### src/rtl/pkt_centralized_write_pkg.sv
// Shared definitions for the packet centralized-buffer write stage:
// line-type encodings, buffer geometry, descriptor layout and FSM states.
package pkt_centralized_write_pkg;

    localparam int BUF_LINES = 8;
    localparam int BUFID_W   = 9;
    localparam int OFF_W     = 3;
    localparam int ADDR_W    = BUFID_W + OFF_W;
    localparam int DATA_W    = 134;
    localparam int CNT_W     = 16;
    localparam int LEN_W     = 8;
    localparam int DESC_W    = BUFID_W + LEN_W;

    // Line type field [133:132]
    localparam int TYPE_HI = 133;
    localparam int TYPE_LO = 132;
    localparam int INV_HI  = 131;
    localparam int INV_LO  = 128;

    localparam logic [1:0] LN_MID    = 2'b00;
    localparam logic [1:0] LN_HEAD   = 2'b01;
    localparam logic [1:0] LN_TAIL   = 2'b10;
    localparam logic [1:0] LN_SINGLE = 2'b11;

    // Descriptor layout: {bufid, byte_len}
    localparam int DESC_LEN_LO   = 0;
    localparam int DESC_BUFID_LO = LEN_W;

    // Counter slots
    localparam int CNT_NOBUF = 0;
    localparam int CNT_OVER  = 1;
    localparam int CNT_TRUNC = 2;
    localparam int NUM_CNT   = 3;

    typedef enum logic [1:0] {
        IDLE_S    = 2'd0,
        WRITE_S   = 2'd1,
        DROP_S    = 2'd2,
        DISCARD_S = 2'd3
    } wr_state_e;

    // Packet byte length: full 16-byte lines minus the tail's invalid bytes.
    // 8 lines x 16 = 128 still fits the 8-bit field.
    function automatic logic [LEN_W-1:0] calc_byte_len(input logic [3:0] lines,
                                                       input logic [3:0] inv);
        logic [8:0] total;
        total = {1'b0, lines, 4'b0000} - {5'b00000, inv};
        return total[LEN_W-1:0];
    endfunction

endpackage

### src/rtl/pkt_centralized_write_if.sv
// Bus bundle of the write stage: packet input, buffer-ID allocate
// handshake, packet RAM write port and descriptor output.
interface pkt_centralized_write_if;
    import pkt_centralized_write_pkg::*;

    logic [DATA_W-1:0]  iv_data;
    logic               i_data_wr;
    logic               initial_finish;
    logic [BUFID_W-1:0] bufid_allocate;
    logic               bufid_allocate_wr;
    logic               bufid_allocate_ack;
    logic [DATA_W-1:0]  pkt_ram_wdata;
    logic               pkt_ram_wr;
    logic [ADDR_W-1:0]  pkt_ram_waddr;
    logic [DESC_W-1:0]  ov_descriptor;
    logic               o_descriptor_wr;

    // Upstream / buffer manager / RAM side
    modport master (
        output iv_data, i_data_wr, initial_finish, bufid_allocate, bufid_allocate_wr,
        input  bufid_allocate_ack, pkt_ram_wdata, pkt_ram_wr, pkt_ram_waddr,
               ov_descriptor, o_descriptor_wr
    );

    // Write-stage side
    modport slave (
        input  iv_data, i_data_wr, initial_finish, bufid_allocate, bufid_allocate_wr,
        output bufid_allocate_ack, pkt_ram_wdata, pkt_ram_wr, pkt_ram_waddr,
               ov_descriptor, o_descriptor_wr
    );

endinterface

### src/rtl/pkt_centralized_write_bufid_fetch.sv
// Buffer-ID fetch: accepts one offered ID from the buffer manager, holds
// it until the packet using it has produced a descriptor.
module pkt_centralized_write_bufid_fetch
    import pkt_centralized_write_pkg::*;
(
    input  logic               clk_sys,
    input  logic               reset_n,
    input  logic               initial_finish,
    input  logic [BUFID_W-1:0] bufid_allocate,
    input  logic               bufid_allocate_wr,
    input  logic               release_buf,
    output logic               bufid_allocate_ack,
    output logic               buf_valid,
    output logic [BUFID_W-1:0] cur_bufid
);

    logic               ack_q, ack_d;
    logic               buf_valid_q, buf_valid_d;
    logic [BUFID_W-1:0] cur_bufid_q, cur_bufid_d;
    logic               take;

    // Accept an offer only while empty; ack_q blocks a second accept while
    // the manager still holds wr high during the ack cycle.
    always_comb begin
        take        = initial_finish && !buf_valid_q && bufid_allocate_wr && !ack_q;
        ack_d       = take;
        buf_valid_d = buf_valid_q;
        cur_bufid_d = cur_bufid_q;
        if (take) begin
            buf_valid_d = 1'b1;
            cur_bufid_d = bufid_allocate;
        end else if (release_buf) begin
            buf_valid_d = 1'b0;
        end
    end

    // Handshake and held-ID registers
    always_ff @(posedge clk_sys or negedge reset_n) begin
        if (!reset_n) begin
            ack_q       <= 1'b0;
            buf_valid_q <= 1'b0;
            cur_bufid_q <= '0;
        end else begin
            ack_q       <= ack_d;
            buf_valid_q <= buf_valid_d;
            cur_bufid_q <= cur_bufid_d;
        end
    end

    assign bufid_allocate_ack = ack_q;
    assign buf_valid          = buf_valid_q;
    assign cur_bufid          = cur_bufid_q;

endmodule

### src/rtl/pkt_centralized_write.sv
// Upstream write stage of the packet centralized buffer: writes packet
// lines into the held buffer's 8-line RAM slot, emits {bufid, length}
// descriptors and keeps drop/error statistics.
module pkt_centralized_write
    import pkt_centralized_write_pkg::*;
(
    input  logic                 clk_sys,
    input  logic                 reset_n,
    pkt_centralized_write_if.slave bus,
    output logic [CNT_W-1:0]     ov_nobuf_drop_cnt,
    output logic [CNT_W-1:0]     ov_oversize_cnt,
    output logic [CNT_W-1:0]     ov_trunc_err_cnt
);

    logic               buf_valid;
    logic [BUFID_W-1:0] cur_bufid;

    wr_state_e          state_q, state_d;
    logic [OFF_W-1:0]   offset_q, offset_d;
    logic               ram_wr_q, ram_wr_d;
    logic [ADDR_W-1:0]  ram_waddr_q, ram_waddr_d;
    logic [DATA_W-1:0]  ram_wdata_q, ram_wdata_d;
    logic               desc_wr_q, desc_wr_d;
    logic [DESC_W-1:0]  desc_q, desc_d;
    logic [NUM_CNT-1:0] cnt_inc;
    logic [NUM_CNT-1:0][CNT_W-1:0] cnt_q, cnt_d;

    logic [1:0]         ln_type;
    logic [3:0]         ln_inv;
    logic               is_head, is_tail;
    logic               start_pkt, do_write, do_emit;
    logic [OFF_W-1:0]   wr_off, next_off;
    logic [3:0]         emit_lines;

    assign ln_type = bus.iv_data[TYPE_HI:TYPE_LO];
    assign ln_inv  = bus.iv_data[INV_HI:INV_LO];
    assign is_head = (ln_type == LN_HEAD) || (ln_type == LN_SINGLE);
    assign is_tail = (ln_type == LN_TAIL) || (ln_type == LN_SINGLE);

    pkt_centralized_write_bufid_fetch u_fetch (
        .clk_sys            (clk_sys),
        .reset_n            (reset_n),
        .initial_finish     (bus.initial_finish),
        .bufid_allocate     (bus.bufid_allocate),
        .bufid_allocate_wr  (bus.bufid_allocate_wr),
        .release_buf        (desc_wr_d),
        .bufid_allocate_ack (bus.bufid_allocate_ack),
        .buf_valid          (buf_valid),
        .cur_bufid          (cur_bufid)
    );

    // Packet FSM: classify each line, pick RAM write / descriptor / counter events
    always_comb begin
        state_d     = state_q;
        offset_d    = offset_q;
        ram_wr_d    = 1'b0;
        ram_waddr_d = ram_waddr_q;
        ram_wdata_d = ram_wdata_q;
        desc_wr_d   = 1'b0;
        desc_d      = desc_q;
        cnt_inc     = '0;
        start_pkt   = 1'b0;
        do_write    = 1'b0;
        do_emit     = 1'b0;
        wr_off      = '0;
        emit_lines  = 4'd1;
        next_off    = offset_q + 3'd1;

        if (bus.i_data_wr) begin
            case (state_q)
                WRITE_S: begin
                    if (is_head) begin
                        // Restart in the same slot; earlier lines are abandoned.
                        cnt_inc[CNT_TRUNC] = 1'b1;
                        start_pkt          = 1'b1;
                    end else if (offset_q == OFF_W'(BUF_LINES - 1)) begin
                        // Slot full: keep the bufid, swallow the rest.
                        cnt_inc[CNT_OVER] = 1'b1;
                        state_d           = is_tail ? IDLE_S : DISCARD_S;
                    end else begin
                        do_write = 1'b1;
                        wr_off   = next_off;
                        offset_d = next_off;
                        if (is_tail) begin
                            do_emit    = 1'b1;
                            emit_lines = {1'b0, next_off} + 4'd1;
                            state_d    = IDLE_S;
                        end
                    end
                end
                default: begin
                    // IDLE_S, DROP_S and DISCARD_S all restart on a head.
                    if (is_head) begin
                        if (buf_valid) begin
                            start_pkt = 1'b1;
                        end else begin
                            cnt_inc[CNT_NOBUF] = 1'b1;
                            state_d            = (ln_type == LN_SINGLE) ? IDLE_S : DROP_S;
                        end
                    end else if (is_tail) begin
                        state_d = IDLE_S;
                    end
                end
            endcase
        end

        if (start_pkt) begin
            do_write = 1'b1;
            wr_off   = '0;
            offset_d = '0;
            if (ln_type == LN_SINGLE) begin
                do_emit    = 1'b1;
                emit_lines = 4'd1;
                state_d    = IDLE_S;
            end else begin
                state_d = WRITE_S;
            end
        end

        if (do_write) begin
            ram_wr_d    = 1'b1;
            ram_waddr_d = {cur_bufid, wr_off};
            ram_wdata_d = bus.iv_data;
        end

        if (do_emit) begin
            desc_wr_d = 1'b1;
            desc_d    = {cur_bufid, calc_byte_len(emit_lines, ln_inv)};
        end
    end

    // Saturating statistics counters
    always_comb begin
        for (int i = 0; i < NUM_CNT; i++) begin
            cnt_d[i] = cnt_q[i];
            if (cnt_inc[i] && (cnt_q[i] != {CNT_W{1'b1}})) begin
                cnt_d[i] = cnt_q[i] + 1'b1;
            end
        end
    end

    // State, output and counter registers
    always_ff @(posedge clk_sys or negedge reset_n) begin
        if (!reset_n) begin
            state_q     <= IDLE_S;
            offset_q    <= '0;
            ram_wr_q    <= 1'b0;
            ram_waddr_q <= '0;
            ram_wdata_q <= '0;
            desc_wr_q   <= 1'b0;
            desc_q      <= '0;
            cnt_q       <= '0;
        end else begin
            state_q     <= state_d;
            offset_q    <= offset_d;
            ram_wr_q    <= ram_wr_d;
            ram_waddr_q <= ram_waddr_d;
            ram_wdata_q <= ram_wdata_d;
            desc_wr_q   <= desc_wr_d;
            desc_q      <= desc_d;
            cnt_q       <= cnt_d;
        end
    end

    assign bus.pkt_ram_wr      = ram_wr_q;
    assign bus.pkt_ram_waddr   = ram_waddr_q;
    assign bus.pkt_ram_wdata   = ram_wdata_q;
    assign bus.o_descriptor_wr = desc_wr_q;
    assign bus.ov_descriptor   = desc_q;
    assign ov_nobuf_drop_cnt   = cnt_q[CNT_NOBUF];
    assign ov_oversize_cnt     = cnt_q[CNT_OVER];
    assign ov_trunc_err_cnt    = cnt_q[CNT_TRUNC];

endmodule

### src/flat_wrapper.sv
// flat-port wrapper written by rule: the top's interface ports become plain ports
module pkt_centralized_write_flat import pkt_centralized_write_pkg::*;
  (clk_sys, reset_n, ov_nobuf_drop_cnt, ov_oversize_cnt, ov_trunc_err_cnt, bus_iv_data, bus_i_data_wr, bus_initial_finish, bus_bufid_allocate, bus_bufid_allocate_wr, bus_bufid_allocate_ack, bus_pkt_ram_wdata, bus_pkt_ram_wr, bus_pkt_ram_waddr, bus_ov_descriptor, bus_o_descriptor_wr);
  pkt_centralized_write_if bus_i ();
  input  logic clk_sys;
  input  logic reset_n;
  output logic [CNT_W-1:0] ov_nobuf_drop_cnt;
  output logic [CNT_W-1:0] ov_oversize_cnt;
  output logic [CNT_W-1:0] ov_trunc_err_cnt;
  input wire logic [$bits(bus_i.iv_data)-1:0] bus_iv_data;
  input wire logic [$bits(bus_i.i_data_wr)-1:0] bus_i_data_wr;
  input wire logic [$bits(bus_i.initial_finish)-1:0] bus_initial_finish;
  input wire logic [$bits(bus_i.bufid_allocate)-1:0] bus_bufid_allocate;
  input wire logic [$bits(bus_i.bufid_allocate_wr)-1:0] bus_bufid_allocate_wr;
  output wire logic [$bits(bus_i.bufid_allocate_ack)-1:0] bus_bufid_allocate_ack;
  output wire logic [$bits(bus_i.pkt_ram_wdata)-1:0] bus_pkt_ram_wdata;
  output wire logic [$bits(bus_i.pkt_ram_wr)-1:0] bus_pkt_ram_wr;
  output wire logic [$bits(bus_i.pkt_ram_waddr)-1:0] bus_pkt_ram_waddr;
  output wire logic [$bits(bus_i.ov_descriptor)-1:0] bus_ov_descriptor;
  output wire logic [$bits(bus_i.o_descriptor_wr)-1:0] bus_o_descriptor_wr;
  assign bus_i.iv_data = bus_iv_data;
  assign bus_i.i_data_wr = bus_i_data_wr;
  assign bus_i.initial_finish = bus_initial_finish;
  assign bus_i.bufid_allocate = bus_bufid_allocate;
  assign bus_i.bufid_allocate_wr = bus_bufid_allocate_wr;
  assign bus_bufid_allocate_ack = bus_i.bufid_allocate_ack;
  assign bus_pkt_ram_wdata = bus_i.pkt_ram_wdata;
  assign bus_pkt_ram_wr = bus_i.pkt_ram_wr;
  assign bus_pkt_ram_waddr = bus_i.pkt_ram_waddr;
  assign bus_ov_descriptor = bus_i.ov_descriptor;
  assign bus_o_descriptor_wr = bus_i.o_descriptor_wr;
  pkt_centralized_write u_core (.clk_sys(clk_sys), .reset_n(reset_n), .bus(bus_i), .ov_nobuf_drop_cnt(ov_nobuf_drop_cnt), .ov_oversize_cnt(ov_oversize_cnt), .ov_trunc_err_cnt(ov_trunc_err_cnt));
endmodule
### config.mk
export PLATFORM = sky130hd
export DESIGN_NAME = pkt_centralized_write_flat
export DESIGN_NICKNAME = d
export VERILOG_FILES = /design/src/rtl/pkt_centralized_write_pkg.sv /design/src/rtl/pkt_centralized_write_if.sv /design/src/rtl/pkt_centralized_write_bufid_fetch.sv /design/src/rtl/pkt_centralized_write.sv /design/src/flat_wrapper.sv
export SDC_FILE = /design/constraint.sdc
export NUM_CORES = 1
export LEC_CHECK = 0
export ABC_AREA = 1
export CAP_MARGIN = 20
export CORE_MARGIN = 2
export CORE_UTILIZATION = 45
export DETAILED_ROUTE_END_ITERATION = 10
export GPL_ROUTABILITY_DRIVEN = 1
export PLACE_DENSITY = 0.8
export SETUP_SLACK_MARGIN = 0.1
export SLEW_MARGIN = 20
export SYNTH_ARGS = -nofsm -noshare
export SYNTH_HDL_FRONTEND = slang
export SYNTH_SLANG_ARGS = --single-unit
### constraint.sdc
create_clock -name clk_sys -period 5.5 [get_ports clk_sys]
set_input_delay 0.55 -clock clk_sys [delete_from_list [all_inputs] [get_ports clk_sys]]
set_output_delay 0.55 -clock clk_sys [all_outputs]
set_load 0.02 [all_outputs]
==> metrics.yaml <==
sta:
  relSlewSlack: 0.3651
  rsz0062_at_grt: "false"
  finalCriticalPeriod_ns: 3.161
  setup_viol: 0
  clock_skew_ns: 0.01127
  tns_ns: 0
  fmax_mhz: 316.4
  final-hold-violation-count: 0
  worst_pin_slew_ns: 0.9524
  finalMaxSlewViolations: 0
  post-route-period-util: 0.5747
yosys:
  yosys-top-cells-area: "dfrtp_1 (57%), mux2_4 (18%), nand2_1 (5.6%), xor2_1 (2.5%), buf_12 (2.2%)"
  yosys_warnings: 0
  synth_ff_type: "dfrtp_1"
  ys_seq_elements: 229
  synth.most_common_cell: "dfrtp_1"
  ys_types: 34
  syn_area_mm2: 0.01008
  post-synth-top-area-fraction: 0.5686
  syn_inst: 793
  synth-edff-count: 0
  syn_nets: 947
  syn_area_per_cell_um2: 12.71
  netlist_top_cells_count: "dfrtp_1 (229), nand2_1 (151), mux2_4 (122), inv_1 (45), nor2_1 (42)"
  yosys.area.top_type: "dfrtp_1"
  seq_area_frac_synth: 0.5686
  ys_async_sr_fraction: 1.000
min_path:
  hp-class: "in -> async"
floorplan:
  die_x_um: 153.7
  fp.coreArea_mm2: 0.02189
  start_util: 0.4604
  fp.dieArea_mm2: 0.02361
  dieHeight_um: 153.7
  fp-row-count: 54
  ioPinCount: 362
place:
  routabilityCongestion: 0.8691
  port_buffers: 361
  dp.cells: 1415
  dpl.hpwl_um: 19810
run:
  maxCapViolations: 0
pwr:
  p_leak_nw: 6.592
  power_frac_seq: 0.340
  p_int_w: 0.005449
  vdd_drop_max_mv: 0.3374
  p_switching_w: 0.002818
  p_per_area_mw_per_mm2: 564.7
  clkPwrFrac: 0.211
  netSwitchingFraction: 0.3409
  power.share.combinational: 0.449
  p_total_w: 0.008267
detailed_routing:
  met1Wirelength_um: 11150
  num_vias: 7208
  drt-initial-drc-count: 310
  firstDrtPassIters: 4
  drt.antenna.violating_nets: 0
  viasPerCell: 4.940
  top_layer_used: "met5"
  met2_wirelength_um: 13180
  drc: 0
  avgRoutedWirePerCell_um: 18.69
  routed_wl_um: 27270
  met3WireLength_um: 1941
cts:
  numClockSinks: 229
  insertion_delay_ns: 0.51
  root_buffer: "clkbuf_16"
  cts.repair.resized: 0
  clk_path_buf_depth: 3
  htree_levels: 1
  cts_tree: "yes"
  cts_inserted_buffers: 25
  cts_hold_buf: 0
  cts.reportedPaths.clkPinSlew_ns: 0.06
  post_cts_buffers: 0
global_routing:
  grt_start_max_net_pins: 134
  grt_pass1_wl_um: 42290
  grt_pass1_vias: 7303
  overflow: 0
  grtUsageTotal: 0.2230
  antenna_found_initial: 1
setup_path:
  critPathRequiredTime_ns: 5.89
  crit_type: "reg -> reg"
  path_max_fanout: 54
  setup.worst_path.end_class: "flip-flop"
  worst_ep_arrival_time_ns: 3.55
  start_kind: "flip-flop"
final_layout:
  multi_input_area_mm2: 0.003855
  n_fill_cell: 1610
  drive_gt1_frac: 0.1705
  antennaDiodeCount: 0
  fin_nets: 1316
  ff_latch_area_mm2: 0.005731
  area_delta_synth_final_pct: 45.25
  stdcell_count: 1459
run_status:
  outcome: "finished clean"
-- worst paths after layout --
check	slack [ns]	from	cells after the start	to
min in group clk_sys	0.48	u_core.bus.ov_descriptor[10]	2	u_core.bus.ov_descriptor[10]
worst min-delay path	0.05	reset_n	1	u_core.bus.pkt_ram_wdata[88]
worst max register to register	2.34	u_core.offset_q[0]	7	u_core.bus.pkt_ram_wdata[82]
worst max-delay path	2.34	u_core.offset_q[0]	7	u_core.bus.pkt_ram_wdata[82]
worst min register to register	0.48	u_core.bus.ov_descriptor[10]	2	u_core.bus.ov_descriptor[10]
max in group asynchronous	4.27	reset_n	2	u_core.bus.pkt_ram_wdata[123]
-- layer usage --
metal  vias up  GRT usage
met5         -          0
met4         2    0.07077
met3        53    0.05862
met2       267     0.3676
met1      3529     0.2889
li1       3357          -
-- cell type report --
class,count,area share
timing repair buffer,364,0.2496
multi-input combinational,492,0.2633
inverter,50,0.01282
tap,280,0.02393
sequential,229,0.3915
clock buffer,36,0.05103
clock inverter,8,0.007863
-- metrics by stage --
| stage | worst slack [ns] | area (um^2) | utilization | hold WS (ns) |
|---|---|---|---|---|
| after floorplan | 3.634 | 10080 | - | 0.2544 |
| after global placement | 2.106 | 13780 | 0.6293 | 0.4612 |
| after detailed placement | 2.057 | 13780 | 0.6293 | 0.4627 |
| after CTS | 2.310 | 14640 | 0.6687 | 0.08047 |
| after global routing | 2.046 | 14640 | 0.6687 | 0.1147 |
| final | 2.339 | 14640 | 0.6687 | 0.04844 |
-- power by group through the flow --
stage | clock (W) | sequential [W] | combinational (W)
2_1_floorplan | 0 | 0.00357 | 0.00125
3_3_place_gp | 0 | 0.00280 | 0.00366
3_5_place_dp | 0 | 0.00282 | 0.00373
4_1_cts | 0.00177 | 0.00282 | 0.00376
5_1_grt | 0.00184 | 0.00290 | 0.00389
6_report | 0.00174 | 0.00281 | 0.00371
-- critical path, stage by stage, from the launching register on --
cell,delay (ns)
dfrtp_1,0.42
ha_1,0.22
ha_1,0.23
nor2_1,0.14
nand3_2,0.28
nand2_8,0.47
buf_4,0.83
mux2_2,0.41
-- cells in the final DEF, fill, tap and decap left out, drive strengths merged --
master         synthesis  final
nand3                 24     24
ha                     6      6
nor2                  46     46
bufinv                 0      3
inv                   49     49
nor3                  24     24
nand3b                 2      2
nand4                 11     11
clkbuf                 2     36
a31oi                  2      2
o211ai                 2      2
clkinv                 1      6
buf                   20      4
nor3b                  1      1
xnor2                 16     16
and3                   2      2
xor2                  29     29
clkdlybuf4s50          0    360
a21oi                  5      5
nand2                159    159
o22ai                  2      2
dfrtp                229    229
o21ai                 22     22
mux2                 139    139
-- cell families after synthesis --
group | synth area share
AO/OA/AOI/OAI | 0.01738
XOR/XNOR | 0.03911
adder cells (fa/ha/maj) | 0.007449
buffers and inverters | 0.04978
flip-flops | 0.5686
multiplexers | 0.2007
AND/OR/NAND/NOR | 0.1169
-- registers in the layout, indices dropped and copies added (netlist names) --
signal	count
u_core.bus.ov_descriptor	17
u_core.offset_q	3
u_core.bus.pkt_ram_waddr	12
u_core.state_q	2
u_core.bus.pkt_ram_wr	1
u_core.u_fetch.buf_valid	1
u_core.ov_trunc_err_cnt	16
u_core.bus.pkt_ram_wdata	134
u_core.u_fetch.cur_bufid	9
u_core.u_fetch.bufid_allocate_ack	1
u_core.bus.o_descriptor_wr	1
u_core.ov_nobuf_drop_cnt	16
u_core.ov_oversize_cnt	16
Power figures use the tool's default switching activity.
